**src/rtl/median_pkg.sv**
```systemverilog
// Shared types and constants for the triangle-median engine.
// Optional square-root stage is enabled by defining MEDIAN_SQRT_EN.
package median_pkg;

    typedef enum logic [1:0] {
        ST_IDLE,
        ST_CALC,
        ST_DONE
    } state_e;

    typedef enum logic [1:0] {
        PH_DIFF,
        PH_SQX,
        PH_SQY,
        PH_ROOT
    } phase_e;

    localparam logic [1:0] MED_AD = 2'd0;
    localparam logic [1:0] MED_BE = 2'd1;
    localparam logic [1:0] MED_CF = 2'd2;

    // 4*|median|^2 for W-bit signed points needs 2W+4 unsigned bits.
    function automatic int res_width(input int w);
        return 2 * w + 4;
    endfunction

endpackage

```
**src/rtl/median_isqrt.sv**
```systemverilog
// Restoring bit-serial integer square root, one result bit per cycle.
// Only built when MEDIAN_SQRT_EN is defined.
`ifdef MEDIAN_SQRT_EN
module median_isqrt
    import median_pkg::*;
#(
    parameter  int W     = 8,
    localparam int RES_W = res_width(W),
    localparam int CW    = $clog2(W + 3)
) (
    input  logic             clk,
    input  logic             rst,
    input  logic             start_i,
    input  logic [RES_W-1:0] rad_i,
    output logic             done_o,
    output logic [W+1:0]     root_o
);

    logic [RES_W-1:0] rad_q, rad_d;
    logic [W+2:0]     rem_q, rem_d;
    logic [W+1:0]     root_q, root_d;
    logic [CW-1:0]    cnt_q, cnt_d;

    logic [W+4:0]     rem_sh;
    logic [W+3:0]     trial;
    logic             ge;

    // Remainder never exceeds 2*root, so W+3 bits hold it between steps.
    always_comb begin
        rem_sh = {rem_q, rad_q[RES_W-1 -: 2]};
        trial  = {root_q, 2'b01};
        ge     = (rem_sh >= {1'b0, trial});
        rem_d  = ge ? (W+3)'(rem_sh - {1'b0, trial}) : (W+3)'(rem_sh);
        root_d = {root_q[W:0], ge};
        rad_d  = rad_q << 2;
        cnt_d  = cnt_q - CW'(1);
    end

    always_ff @(posedge clk or posedge rst) begin
        if (rst) begin
            rad_q  <= '0;
            rem_q  <= '0;
            root_q <= '0;
            cnt_q  <= '0;
        end else if (start_i) begin
            rad_q  <= rad_i;
            rem_q  <= '0;
            root_q <= '0;
            cnt_q  <= CW'(W + 2);
        end else if (cnt_q != '0) begin
            rad_q  <= rad_d;
            rem_q  <= rem_d;
            root_q <= root_d;
            cnt_q  <= cnt_d;
        end
    end

    // done marks the cycle whose edge completes the last bit; root_o is that final value.
    assign done_o = (cnt_q == CW'(1));
    assign root_o = root_d;

endmodule
`endif

```
**src/rtl/median_seq.sv**
```systemverilog
// Sequenced triangle-median engine on one shared signed multiplier.
// Define MEDIAN_SQRT_EN to add the ROOT phase and len_* outputs.
module median_seq
    import median_pkg::*;
#(
    parameter  int W     = 8,
    localparam int RES_W = res_width(W)
) (
    input  logic                clk,
    input  logic                rst,
    input  logic                in_valid,
    output logic                in_ready,
    input  logic signed [W-1:0] ax,
    input  logic signed [W-1:0] ay,
    input  logic signed [W-1:0] bx,
    input  logic signed [W-1:0] by,
    input  logic signed [W-1:0] cx,
    input  logic signed [W-1:0] cy,
    output logic                out_valid,
    input  logic                out_ready,
    output logic [RES_W-1:0]    sq_ad,
    output logic [RES_W-1:0]    sq_be,
    output logic [RES_W-1:0]    sq_cf,
`ifdef MEDIAN_SQRT_EN
    output logic [W:0]          len_ad,
    output logic [W:0]          len_be,
    output logic [W:0]          len_cf,
`endif
    output logic                busy
);

    state_e state_q, state_d;
    phase_e phase_q, phase_d;
    logic [1:0] med_q, med_d;

    logic signed [W-1:0] ax_q, ay_q, bx_q, by_q, cx_q, cy_q;
    logic signed [W+1:0] dx_q, dy_q, dx_d, dy_d;
    logic [RES_W-1:0]    acc_q;
    logic [RES_W-1:0]    sq_ad_q, sq_be_q, sq_cf_q;

    logic cap_en, diff_en, sqx_en, sq_we, adv;

    logic signed [W-1:0] pm_x, pa_x, pb_x, pm_y, pa_y, pb_y;
    logic signed [W+1:0] mul_op;
    logic signed [RES_W-1:0] mul_ext, prod;
    logic [RES_W-1:0] sq_sum;

`ifdef MEDIAN_SQRT_EN
    logic [W:0]   len_ad_q, len_be_q, len_cf_q;
    logic         len_we;
    logic         root_done;
    logic [W+1:0] root_w;
    logic [W:0]   len_d;
`endif

    // 2*pm - pa - pb in W+2 bits; range is +-(4*2^(W-1)-2), so it is exact.
    function automatic logic signed [W+1:0] med_diff(
        input logic signed [W-1:0] pm,
        input logic signed [W-1:0] pa,
        input logic signed [W-1:0] pb
    );
        logic signed [W+1:0] m2, a2, b2;
        m2 = {pm[W-1], pm, 1'b0};
        a2 = {{2{pa[W-1]}}, pa};
        b2 = {{2{pb[W-1]}}, pb};
        return m2 - a2 - b2;
    endfunction

    always_comb begin
        pm_x = ax_q; pa_x = bx_q; pb_x = cx_q;
        pm_y = ay_q; pa_y = by_q; pb_y = cy_q;
        case (med_q)
            MED_BE: begin
                pm_x = bx_q; pa_x = ax_q; pb_x = cx_q;
                pm_y = by_q; pa_y = ay_q; pb_y = cy_q;
            end
            MED_CF: begin
                pm_x = cx_q; pa_x = ax_q; pb_x = bx_q;
                pm_y = cy_q; pa_y = ay_q; pb_y = by_q;
            end
            default: ;
        endcase
        dx_d = med_diff(pm_x, pa_x, pb_x);
        dy_d = med_diff(pm_y, pa_y, pb_y);
    end

    // Single squarer: SQX squares dx, SQY squares dy; the operand is muxed, not the multiplier.
    assign mul_op  = (phase_q == PH_SQY) ? dy_q : dx_q;
    assign mul_ext = {{(RES_W-W-2){mul_op[W+1]}}, mul_op};
    assign prod    = mul_ext * mul_ext;
    assign sq_sum  = acc_q + prod;

`ifdef MEDIAN_SQRT_EN
    median_isqrt #(.W(W)) u_isqrt (
        .clk     (clk),
        .rst     (rst),
        .start_i (sq_we),
        .rad_i   (sq_sum),
        .done_o  (root_done),
        .root_o  (root_w)
    );

    // floor(sqrt(4*m^2)) >> 1 == floor(m)
    assign len_d = (W+1)'(root_w >> 1);
`endif

    always_comb begin
        state_d = state_q;
        phase_d = phase_q;
        med_d   = med_q;
        cap_en  = 1'b0;
        diff_en = 1'b0;
        sqx_en  = 1'b0;
        sq_we   = 1'b0;
        adv     = 1'b0;
`ifdef MEDIAN_SQRT_EN
        len_we  = 1'b0;
`endif
        case (state_q)
            ST_IDLE: begin
                if (in_valid) begin
                    cap_en  = 1'b1;
                    state_d = ST_CALC;
                    phase_d = PH_DIFF;
                    med_d   = MED_AD;
                end
            end
            ST_CALC: begin
                case (phase_q)
                    PH_DIFF: begin
                        diff_en = 1'b1;
                        phase_d = PH_SQX;
                    end
                    PH_SQX: begin
                        sqx_en  = 1'b1;
                        phase_d = PH_SQY;
                    end
                    PH_SQY: begin
                        sq_we = 1'b1;
`ifdef MEDIAN_SQRT_EN
                        phase_d = PH_ROOT;
`else
                        adv = 1'b1;
`endif
                    end
`ifdef MEDIAN_SQRT_EN
                    PH_ROOT: begin
                        if (root_done) begin
                            len_we = 1'b1;
                            adv    = 1'b1;
                        end
                    end
`endif
                    default: phase_d = PH_DIFF;
                endcase
                if (adv) begin
                    phase_d = PH_DIFF;
                    if (med_q == MED_CF) begin
                        state_d = ST_DONE;
                    end else begin
                        med_d = med_q + 2'd1;
                    end
                end
            end
            ST_DONE: begin
                if (out_ready) begin
                    state_d = ST_IDLE;
                end
            end
            default: state_d = ST_IDLE;
        endcase
    end

    always_ff @(posedge clk or posedge rst) begin
        if (rst) begin
            state_q <= ST_IDLE;
            phase_q <= PH_DIFF;
            med_q   <= MED_AD;
        end else begin
            state_q <= state_d;
            phase_q <= phase_d;
            med_q   <= med_d;
        end
    end

    always_ff @(posedge clk or posedge rst) begin
        if (rst) begin
            ax_q    <= '0;
            ay_q    <= '0;
            bx_q    <= '0;
            by_q    <= '0;
            cx_q    <= '0;
            cy_q    <= '0;
            dx_q    <= '0;
            dy_q    <= '0;
            acc_q   <= '0;
            sq_ad_q <= '0;
            sq_be_q <= '0;
            sq_cf_q <= '0;
        end else begin
            if (cap_en) begin
                ax_q <= ax;
                ay_q <= ay;
                bx_q <= bx;
                by_q <= by;
                cx_q <= cx;
                cy_q <= cy;
            end
            if (diff_en) begin
                dx_q <= dx_d;
                dy_q <= dy_d;
            end
            if (sqx_en) begin
                acc_q <= prod;
            end
            if (sq_we) begin
                case (med_q)
                    MED_AD:  sq_ad_q <= sq_sum;
                    MED_BE:  sq_be_q <= sq_sum;
                    default: sq_cf_q <= sq_sum;
                endcase
            end
        end
    end

`ifdef MEDIAN_SQRT_EN
    always_ff @(posedge clk or posedge rst) begin
        if (rst) begin
            len_ad_q <= '0;
            len_be_q <= '0;
            len_cf_q <= '0;
        end else if (len_we) begin
            case (med_q)
                MED_AD:  len_ad_q <= len_d;
                MED_BE:  len_be_q <= len_d;
                default: len_cf_q <= len_d;
            endcase
        end
    end

    assign len_ad = len_ad_q;
    assign len_be = len_be_q;
    assign len_cf = len_cf_q;
`endif

    // in_ready is gated by rst so nothing is offered while reset is asserted.
    assign in_ready  = (state_q == ST_IDLE) && !rst;
    assign out_valid = (state_q == ST_DONE);
    assign busy      = (state_q != ST_IDLE);
    assign sq_ad     = sq_ad_q;
    assign sq_be     = sq_be_q;
    assign sq_cf     = sq_cf_q;

endmodule

```
**config.mk**
```make
export PLATFORM = sky130hd
export DESIGN_NAME = median_seq
export DESIGN_NICKNAME = d
export VERILOG_FILES = /design/src/rtl/median_pkg.sv /design/src/rtl/median_isqrt.sv /design/src/rtl/median_seq.sv
export SDC_FILE = /design/constraint.sdc
export NUM_CORES = 1
export LEC_CHECK = 0
export ABC_CLOCK_PERIOD_IN_PS = 7000
export BUFFER_PORTS_ARGS = -buffer_cell sky130_fd_sc_hd__buf_4
export CAP_MARGIN = 20
export CORE_MARGIN = 2
export CORE_UTILIZATION = 55
export DETAILED_ROUTE_END_ITERATION = 16
export GPL_ROUTABILITY_DRIVEN = 0
export HOLD_SLACK_MARGIN = 0.1
export PLACE_DENSITY_LB_ADDON = 0.15
export SLEW_MARGIN = 20
export SYNTH_ARGS = -nofsm -noshare
export SYNTH_HDL_FRONTEND = slang
export SYNTH_HIERARCHICAL = 1
export SYNTH_SLANG_ARGS = --single-unit
```
**constraint.sdc**
```tcl
create_clock -name clk -period 7 [get_ports clk]
set_input_delay 0.7 -clock clk [delete_from_list [all_inputs] [get_ports clk]]
set_output_delay 0.7 -clock clk [all_outputs]
set_load 0.03 [all_outputs]
```
== Yosys cells after proc, flatten, opt, wreduce, memory -nomap -nowiden ==
Cells that the tools add are included.

* Bits of input ports: 52
* Register bits after elaboration: 154
* Logic and storage cells: 78
* Output and inout port bits: 63

* Add/sub/neg operators: 6
* Equal/unequal tests: 12
* Reductions and logical operators: 15
* Multipliers: 1
* Bitwise operators: 1
* Mux-type cells: 28

{| class="wikitable"
|+ Operators by type and width
! cell !! count
|-
| $mux 8 || 4
|-
| $pmux 8 s2 || 2
|-
| $add 20x20->20 || 1
|-
| $mul 10x10->20 || 1
|-
| $sub 10x8->10 || 2
|-
| $sub 9x8->10 || 2
|-
| $mux 2 || 8
|-
| $pmux 2 s3 || 2
|-
| $mux 10 || 1
|-
| $mux 1 || 9
|-
| $ne 2x2->1 const B || 4
|-
| $pmux 2 s2 || 2
|-
| $reduce_and 4->1 || 2
|-
| $eq 2x1->1 const B || 3
|-
| $eq 2x2->1 const B || 3
|-
| $logic_not 2->1 || 3
|-
| $reduce_and 2->1 || 3
|-
| $reduce_bool 2->1 || 2
|-
| $reduce_or 2->1 || 2
|-
| $ne 3x3->1 const B || 1
|-
| $reduce_and 3->1 || 1
|-
| $add 2x1->2 const B || 1
|-
| $ne 2x1->1 const B || 1
|-
| $logic_and 1x1->1 || 1
|-
| other kinds (2) || 2
|}

== Depth between registers and ports, before layout ==
Gate-level depths: netlist (run 1).

* Depth in word-level cells: 5
* Gate-level depth with buffers: 33

== Worst setup path after synthesis (run 1) ==
No wires, ideal clock.

* Path type: reg-to-reg
* Start: register phase_q[0]
* End: register sq_ad_q[19], in the netlist sq_ad[19]
* Slack: -537 ps
* Stages on the path, launching flop included: 31
* Data required time: 6917 ps
* Data arrival time: 7454 ps
* Clock period less this slack: 7537 ps
* Cell sequence: dfrtp_1 nand2b_1 clkbuf_1 clkbuf_1 mux2i_1 clkinv_1 nand2_1 inv_1 fa_1 fa_1 fa_1 fa_1 inv_1 fa_1 inv_1 ha_1 or3_1 a211oi_1 nor2_1 a21oi_1 o21bai_1 xor2_1 ha_1 o21ai_0 nand2b_1 a31oi_1 o21ai_1 a211o_1 a21oi_1 xor3_1 o21ai_0

* Cells in the longest elaborated chain, start to end: 4

{| class="wikitable"
|+ Ends and longest elaborated chain
! element !! RTL line !! source
|-
| start, declared || median_seq.sv:33 || <nowiki>phase_e phase_q, phase_d;</nowiki>
|-
| start signal, assigned || median_seq.sv:181 || <nowiki>phase_q <= phase_d;</nowiki>
|-
| $eq 2x2->1 || median_seq.sv:88 || <nowiki>assign mul_op = (phase_q == PH_SQY) ? dy_q : dx_q;</nowiki>
|-
| $mux 10 || median_seq.sv:88 ||
|-
| $mul 10x10->20 || median_seq.sv:90 || <nowiki>assign prod = mul_ext * mul_ext;</nowiki>
|-
| via prod[12] || median_seq.sv:45 || <nowiki>logic signed [RES_W-1:0] mul_ext, prod;</nowiki>
|-
| $add 20x20->20 || median_seq.sv:91 || <nowiki>assign sq_sum = acc_q + prod;</nowiki>
|-
| end signal, assigned || median_seq.sv:218 || <nowiki>MED_AD: sq_ad_q <= sq_sum;</nowiki>
|-
| end, declared || median_seq.sv:39 || <nowiki>logic [RES_W-1:0] sq_ad_q, sq_be_q, sq_cf_q;</nowiki>
|}

The timed path passes the listed nets, and every way through them passes these cells.
A chain may end at the register's enable or synchronous reset.

== Worst setup path after layout (run 1) ==
* Start: register phase_q[1]
* End: register sq_be_q[18], in the netlist sq_be[18]

* Cells in the longest elaborated chain, start to end: 4

{| class="wikitable"
|+ Ends and longest elaborated chain
! element !! RTL line !! source
|-
| $eq 2x2->1 || median_seq.sv:88 ||
|-
| $mux 10 || median_seq.sv:88 ||
|-
| $mul 10x10->20 || median_seq.sv:90 ||
|-
| via prod[12] || median_seq.sv:45 ||
|-
| $add 20x20->20 || median_seq.sv:91 ||
|-
| end signal, assigned || median_seq.sv:219 || <nowiki>MED_BE: sq_be_q <= sq_sum;</nowiki>
|-
| end, declared || median_seq.sv:39 ||
|}

The timed path passes the listed nets, and every way through them passes these cells.

==> results of run 1 <==
path summary, 6_finish.rpt:
| check | startpoint | endpoint | slack (ns) |
|---|---|---|---|
| max in group asynchronous | rst | acc_q[13] | 5.47 |
| min in group clk | out_ready | state_q[1] | 0.44 |
| setup reg to reg | phase_q[1] | sq_be[18] | 0.03 |
| hold / removal | rst | ay_q[1] | 0.38 |
| setup / recovery | phase_q[1] | sq_be[18] | 0.03 |
| hold reg to reg | sq_cf[3] | sq_cf[3] | 0.49 |
per-layer routing:
layer  up-vias  wire [um]  GRT usage
li1       4047          -          -
met1      4127      10640     0.2907
met2       154      13100     0.4102
met3        38        839    0.03758
met4         0        536    0.07336
met5         -          0          0
layout make-up:
type | count | area share
clock buffers | 17 | 0.03006
clock inverters | 15 | 0.01229
inverters | 177 | 0.04748
multi-input cells | 765 | 0.5245
flip-flops and latches | 153 | 0.2706
well taps | 275 | 0.02432
repair buffers | 165 | 0.09072
per-stage QoR:
step / cells / hold WS [ns] / cell area (sq um) / utilization
after floorplan: 1129 / 0.4450 / 11920 / -
after global placement: 1528 / 0.4644 / 13310 / 0.6312
after detailed placement: 1528 / 0.4751 / 13310 / 0.6312
after CTS: 1560 / 0.3913 / 13950 / 0.6615
after global routing: 1567 / 0.4304 / 14150 / 0.6710
final: 1567 / 0.3794 / 14150 / 0.6710
registers in the layout (all words and copies together), names as in the netlist, 10 cells and up:
signal / count
sq_ad: 20
sq_be: 20
dx_q: 10
acc_q: 19
dy_q: 10
sq_cf: 20
kinds of logic after synthesis:
logic type                 Yosys count  synth area share
and+or+nand+nor                    214           0.07757
DFF                                153            0.3234
muxes                              151            0.1413
adders and majority gates          190            0.2617
xor gates and xnor gates            47           0.03603
AOI/OAI and AO/OA                  163           0.09226
buffers and inverters              211           0.06784
cell usage in the layout, fill, tap and decap left out, drive strengths merged, types with 5 or more instances in the layout:
cell type | synthesis | final
a21oi | 27 | 27
a21boi | 6 | 6
ha | 94 | 94
a211oi | 8 | 8
a21o | 12 | 12
nor2 | 55 | 55
xnor2 | 30 | 30
nand2 | 107 | 107
mux2 | 129 | 129
dfrtp | 153 | 153
fa | 96 | 96
nand3 | 6 | 6
inv | 175 | 182
o31ai | 11 | 11
nand2b | 8 | 8
a31oi | 5 | 5
o21bai | 5 | 5
nor2b | 8 | 8
mux2i | 22 | 22
clkinv | 2 | 9
nor3 | 15 | 15
xor2 | 16 | 16
a22oi | 16 | 16
o21ai | 55 | 55
clkbuf | 19 | 18
buf | 15 | 164
o21a | 6 | 6
repair_timing:
action	CTS	global route
hold buffers	0	0
gates resized for setup	9	31
cloned	0	1
endpoints found under the setup margin	9	18
pin swaps	3	21
setup buffers	0	5
==> qor.csv, run 1 <==
stage;metric;value;unit
logic_synthesis;sequential fraction of the synthesis area;0.3234;
cts;CTS Buf Count;17;
global_routing;first-pass GRT wire length;41560;um
die;I/O Pins;115;
sta;RSZ-0062 raised after global routing;true;
layout;nets;1521;
sta;final clock skew;0.008985;ns
logic_synthesis;top area cells in the synthesized netlist;dfrtp_1 (32%), fa_1 (16%), mux2_2 (12%), ha_1 (9.9%), inv_1 (5.5%);
layout;footprint of the multi-input gates;7422;sq um
sta;Fin. Hold Viols;0;
worst_setup_path;Critical Path Fanout Max;6;
logic_synthesis;Syn Area/Cell;10.49;sq um
drt;1st-iter DRT viols;300;
layout;diode count;0;
cts;H-tree depth;4;
worst_setup_path;CP max-delay cell;fa_1;
layout;area grow syn2layout;19.51;%
layout;Fill cells;1678;
global_routing;initial antenna violation count;0;
die;DIE AREA;22720;sq um
logic_synthesis;post-synth top area cell;dfrtp_1;
drt;DRC viols;0;
cts;clk buf depth;2;
worst_setup_path;critical path class;register to register;
drt;antenna-violating nets left;0;
logic_synthesis;yosys warns;6;
sta;min cycle time layout;6.967;ns
cts;Reg clk slew, reported paths;0.07;ns
logic_synthesis;EDFF count, synth;0;
logic_synthesis;synthesized area;11840;sq um
layout;flip-flop and latch area;3829;sq um
worst_setup_path;WP depth;29;
logic_synthesis;Synth cell types;53;
logic_synthesis;Synth top area share;0.3234;
worst_setup_path;CP arrival;7.32;ns
worst_setup_path;slowest stage delay, CP;0.55;ns
sta;Worst slew margin;0.2988;
cts;clk sinks;153;
sta;Worst Max-Slew Pin Slew;1.049;ns
logic_synthesis;synth cell count leaders;inv_1 (175), dfrtp_1 (153), mux2_2 (129);
drt;vias per cell;5.339;
worst_setup_path;CP startpoint kind;register;
worst_setup_path;reg2reg path depth;29;
worst_hold_path;worst min path class;input pin to asynchronous set/reset pin;
logic_synthesis;Async SR Flop Fraction;1.000;
logic_synthesis;most common cell in the synthesized netlist;inv_1;
logic_synthesis;Synth Register Bits;153;
worst_setup_path;CP dominant cell by count;fa_1;
global_routing;Total GRT Usage;0.2317;
drt;drt wl/cell;16.02;um
layout;layout cells sized above 1;0.2918;
worst_setup_path;cell family with most CP delay;adder cells;
drt;Routed WL;25110;um
place;number of I/O port buffers;114;
logic_synthesis;Top FF cell, synth;dfrtp_1;
die;Die Span Y;150.7;um
die;Core Footprint;21090;sq um
cts;CTS tree;done;
sta;f_max;143.5;MHz
die;die width;150.7;um
sta;Max Slew Vio Count;0;
drt;via count;8366;
sta;final setup fails;0;
cts;clock root buffer;clkbuf_16;
worst_setup_path;WP data required;7.36;ns
cts;clk_lat worst skew;0.42;ns
flow_run;max cap viols;0;
place;pre-CTS setup slack;-0.1359;ns
global_routing;overflow left after global routing;0;
worst_setup_path;Worst Setup End Kind;register;
die;Initial Util;0.5615;
sta;setup slack after layout;0.03341;ns
logic_synthesis;post-synthesis instance total;1129;
logic_synthesis;Syn Nets;1371;
run_status;result of the run;finished clean;
sta;period utilisation layout;0.9952;
die;row count;53;
drt;Initial DRT Pass Iterations;5;
global_routing;vias in the first global route;8649;
sta;setup_tns;0;ns
worst_setup_path;crit path buf inv count;5;
global_routing;largest net degree at the start of global routing;84;
place;dpl hpwl;19250;um
Power of run 1 is not shown: default switching activity piles up to over one toggle a cycle in this logic, so the estimate is an artifact.
==> inputs of run 2 (changes only) <==
--- a/config.mk
+++ b/config.mk
@@ -5,6 +5,7 @@
 export SDC_FILE = /design/constraint.sdc
 export NUM_CORES = 1
 export LEC_CHECK = 0
+export ABC_AREA = 1
 export ABC_CLOCK_PERIOD_IN_PS = 7000
 export BUFFER_PORTS_ARGS = -buffer_cell sky130_fd_sc_hd__buf_4
 export CAP_MARGIN = 20
==> run 2 against run 1 <==
Compared with the run above: worst hold slack gained 0.069 ns; final cell count rose by 32%; register-to-register slack improved by 0.32 ns; utilization shrank 2.1 points; fmax rose by 4.8%; critical endpoint is now sq_ad[15]; die area is 7.1% higher; sequential cell count stayed put; largest cell class unchanged.
==> qor.csv, run 2 <==
stage;metric;value;unit;change
worst_setup_path;CP max-delay cell;fa_1;;
die;row count;55;;+3.8%
worst_setup_path;CP startpoint kind;register;;
global_routing;overflow left after global routing;0;;unchanged
logic_synthesis;largest family of logic cells by synthesized area;adder cells;;
logic_synthesis;EDFF count, synth;0;;unchanged
logic_synthesis;synth cell count leaders;nand2_1 (520), inv_1 (284), dfrtp_1 (153);;
drt;via count;10670;;+28%
logic_synthesis;sequential fraction of the synthesis area;0.3014;;-0.02201
drt;1st-iter DRT viols;638;;+110%
die;die width;156.0;um;+3.5%
layout;commonest non-fill, non-tap cell in the layout;nand2_1;;
drt;vias per cell;5.169;;-3.2%
global_routing;initial antenna violation count;0;;unchanged
drt;Routed WL;29660;um;+18%
cts;clk buf depth;2;;unchanged
cts;CTS Buf Count;17;;unchanged
layout;diode count;0;;unchanged
global_routing;vias in the first global route;10770;;+24%
cts;clock root buffer;clkbuf_16;;
die;Core Footprint;22640;sq um;+7.4%
logic_synthesis;Post-Synth Adder-Cell Area;0.2438;;-0.01781
die;I/O Pins;115;;unchanged
die;DIE AREA;24330;sq um;+7.1%
worst_setup_path;critical path class;register to register;;
global_routing;largest net degree at the start of global routing;95;;+13%
sta;Worst slew margin;0.3293;;+0.03050
logic_synthesis;Synth top area share;0.3014;;-0.02201
drt;Initial DRT Pass Iterations;5;;unchanged
run_status;result of the run;finished clean;;
layout;Layout Cell Area excl Fill;14710;sq um;+4.0%
logic_synthesis;xor-xnor portion of the synthesized cell area;0.01723;;-0.01880
layout;most frequent cells in the layout;nand2_1 (519), inv_1 (280), dfrtp_1 (153);;
logic_synthesis;Synth Register Bits;153;;unchanged
sta;Fin. Hold Viols;0;;unchanged
sta;final clock skew;0.01589;ns;+0.006906 ns
logic_synthesis;Async SR Flop Fraction;1.000;;unchanged
layout;nets;2009;;+32%
worst_setup_path;CP dominant cell by count;nand2_1;;
cts;hold buffer count at cts;0;;unchanged
logic_synthesis;yosys warns;6;;unchanged
worst_setup_path;slowest stage delay, CP;0.57;ns;+0.02 ns
logic_synthesis;top area cells in the synthesized netlist;dfrtp_1 (30%), nand2_1 (15%), fa_1 (15%), ha_1 (9.3%), inv_1 (8.4%);;
logic_synthesis;Synth cell types;44;;-17%
place;dpl hpwl;22780;um;+18%
place;placed inst area;13870;sq um;+4.2%
worst_setup_path;Critical Path Fanout Max;10;;+4
sta;setup_tns;0;ns;unchanged
drt;DRC viols;0;;unchanged
die;Die Span Y;156.0;um;+3.5%
sta;f_max;150.5;MHz;+4.8%
sta;period utilisation layout;0.9495;;-0.04569
logic_synthesis;synthesized area;12700;sq um;+7.3%
worst_setup_path;reg-to-reg setup timing slack;0.35;ns;+0.32 ns
cts;Reg clk slew, reported paths;0.07;ns;about the same
cts;clk_lat worst skew;0.43;ns;about the same
logic_synthesis;post-synthesis compound-gate area fraction;0.1006;;+0.008297
die;Initial Util;0.5611;;about the same
flow_run;max cap viols;0;;unchanged
logic_synthesis;Top FF cell, synth;dfrtp_1;;
cts;CTS tree;done;;
drt;antenna-violating nets left;0;;unchanged
sta;min cycle time layout;6.647;ns;-0.3199 ns
layout;layout cells sized above 1;0.1388;;-0.1530
global_routing;first-pass GRT wire length;50650;um;+22%
place;number of I/O port buffers;114;;unchanged
logic_synthesis;mux contribution to synthesized area;0.002364;;-0.1389
logic_synthesis;post-synthesis instance total;1655;;+47%
logic_synthesis;Syn Nets;1897;;+38%
logic_synthesis;Synth Area in Simple Gates;0.2305;;+0.1530
sta;final setup fails;0;;unchanged
worst_hold_path;worst min path class;input pin to asynchronous set/reset pin;;
logic_synthesis;Syn Area/Cell;7.677;sq um;-27%
layout;area grow syn2layout;15.82;%;
cts;H-tree depth;4;;unchanged
worst_setup_path;Worst Setup End Kind;register;;
logic_synthesis;most common cell in the synthesized netlist;nand2_1;;
drt;drt wl/cell;14.36;um;-10%
cts;clk sinks;153;;unchanged
global_routing;Total GRT Usage;0.2563;;+0.02459
logic_synthesis;post-synth top area cell;dfrtp_1;;
sta;Max Slew Vio Count;0;;unchanged
worst_setup_path;WP data required;7.32;ns;-0.04 ns
sta;Worst Max-Slew Pin Slew;1.005;ns;-0.04431 ns
worst_setup_path;CP arrival;6.97;ns;-0.35 ns
run 2: cell types whose count changed in the layout (fill, tap and decap cells not counted), moves of 15 or more:
cell	before	now
nand2_1	99	519
mux2_2	125	0
inv_1	169	280
nand3_1	6	76
o21ai_0	47	108
buf_4	160	135
xnor2_1	29	6
nor2_1	49	67
mux2i_1	18	3
run 2: cells by family after synthesis:
| logic type | count (synthesis) |
|---|---|
| buffers and inverters | 342 |
| adder cells (fa/ha/maj) | 190 |
| multiplexers | 3 |
| flip-flops | 153 |
| AO/OA/AOI/OAI | 220 |
| AND/OR/NAND/NOR | 722 |
| XOR/XNOR | 25 |
run 2: per-layer routing:
metal | global-route usage | share of wire
met5 | 0 | 0
met4 | 0.06422 | 0.019
met3 | 0.03528 | 0.037
met2 | 0.4549 | 0.49
met1 | 0.3321 | 0.45
run 2: path summary, 6_finish.rpt:
| kind | to | start | cells after the start |
|---|---|---|---|
| max | sq_ad[15] | phase_q[1] | 32 |
| min | cx_q[3] | rst | 2 |
| max reg2reg | sq_ad[15] | phase_q[1] | 32 |
| min reg2reg | sq_cf[4] | sq_cf[4] | 2 |
| max in group asynchronous | acc_q[7] | rst | 3 |
| min in group clk | ay_q[6] | ay[6] | 3 |
run 2: final cells by class:
type                            count  area [sq um]
Multi-Input combinational cell   1160          7760
Timing Repair inverter              1         6.256
Clock buffer                       17         425.4
Clock inverter                     15         172.7
Sequential cell                   153          3829
Inverter                          299          1151
Timing Repair Buffer              135          1013
Fill cell                        1977          7926
Tap cell                          285         356.6
run 2: stage by stage:
stage,cells,util,setup slack (ns),hold slack [ns]
2_1_floorplan,1655,-,0.5290,0.4422
3_5_place_dp,2030,0.6128,0.07017,0.4613
4_1_cts,2062,0.6392,0.05908,0.4483
5_1_grt,2065,0.6499,-0.1209,0.4580
6_report,2065,0.6499,0.3533,0.4481
3_3_place_gp,2030,0.6128,0.1509,0.4571
run 2: repair_timing:
action	4_1_cts	5_1_grt
gates resized for setup	0	59
buffers inserted	0	2
endpoints found under the setup margin	0	30
run 2: worst max-delay path: cells and delay by family (launching register included):
kind	cells	cell delay [ns]
adders and majority gates	7	3.12
and+or+nand+nor	13	1.59
buffers and inverters	8	0.76
AOI/OAI and AO/OA	3	0.45
DFF	1	0.40
xor gates and xnor gates	1	0.23
Power of run 2 is left out for the same reason.
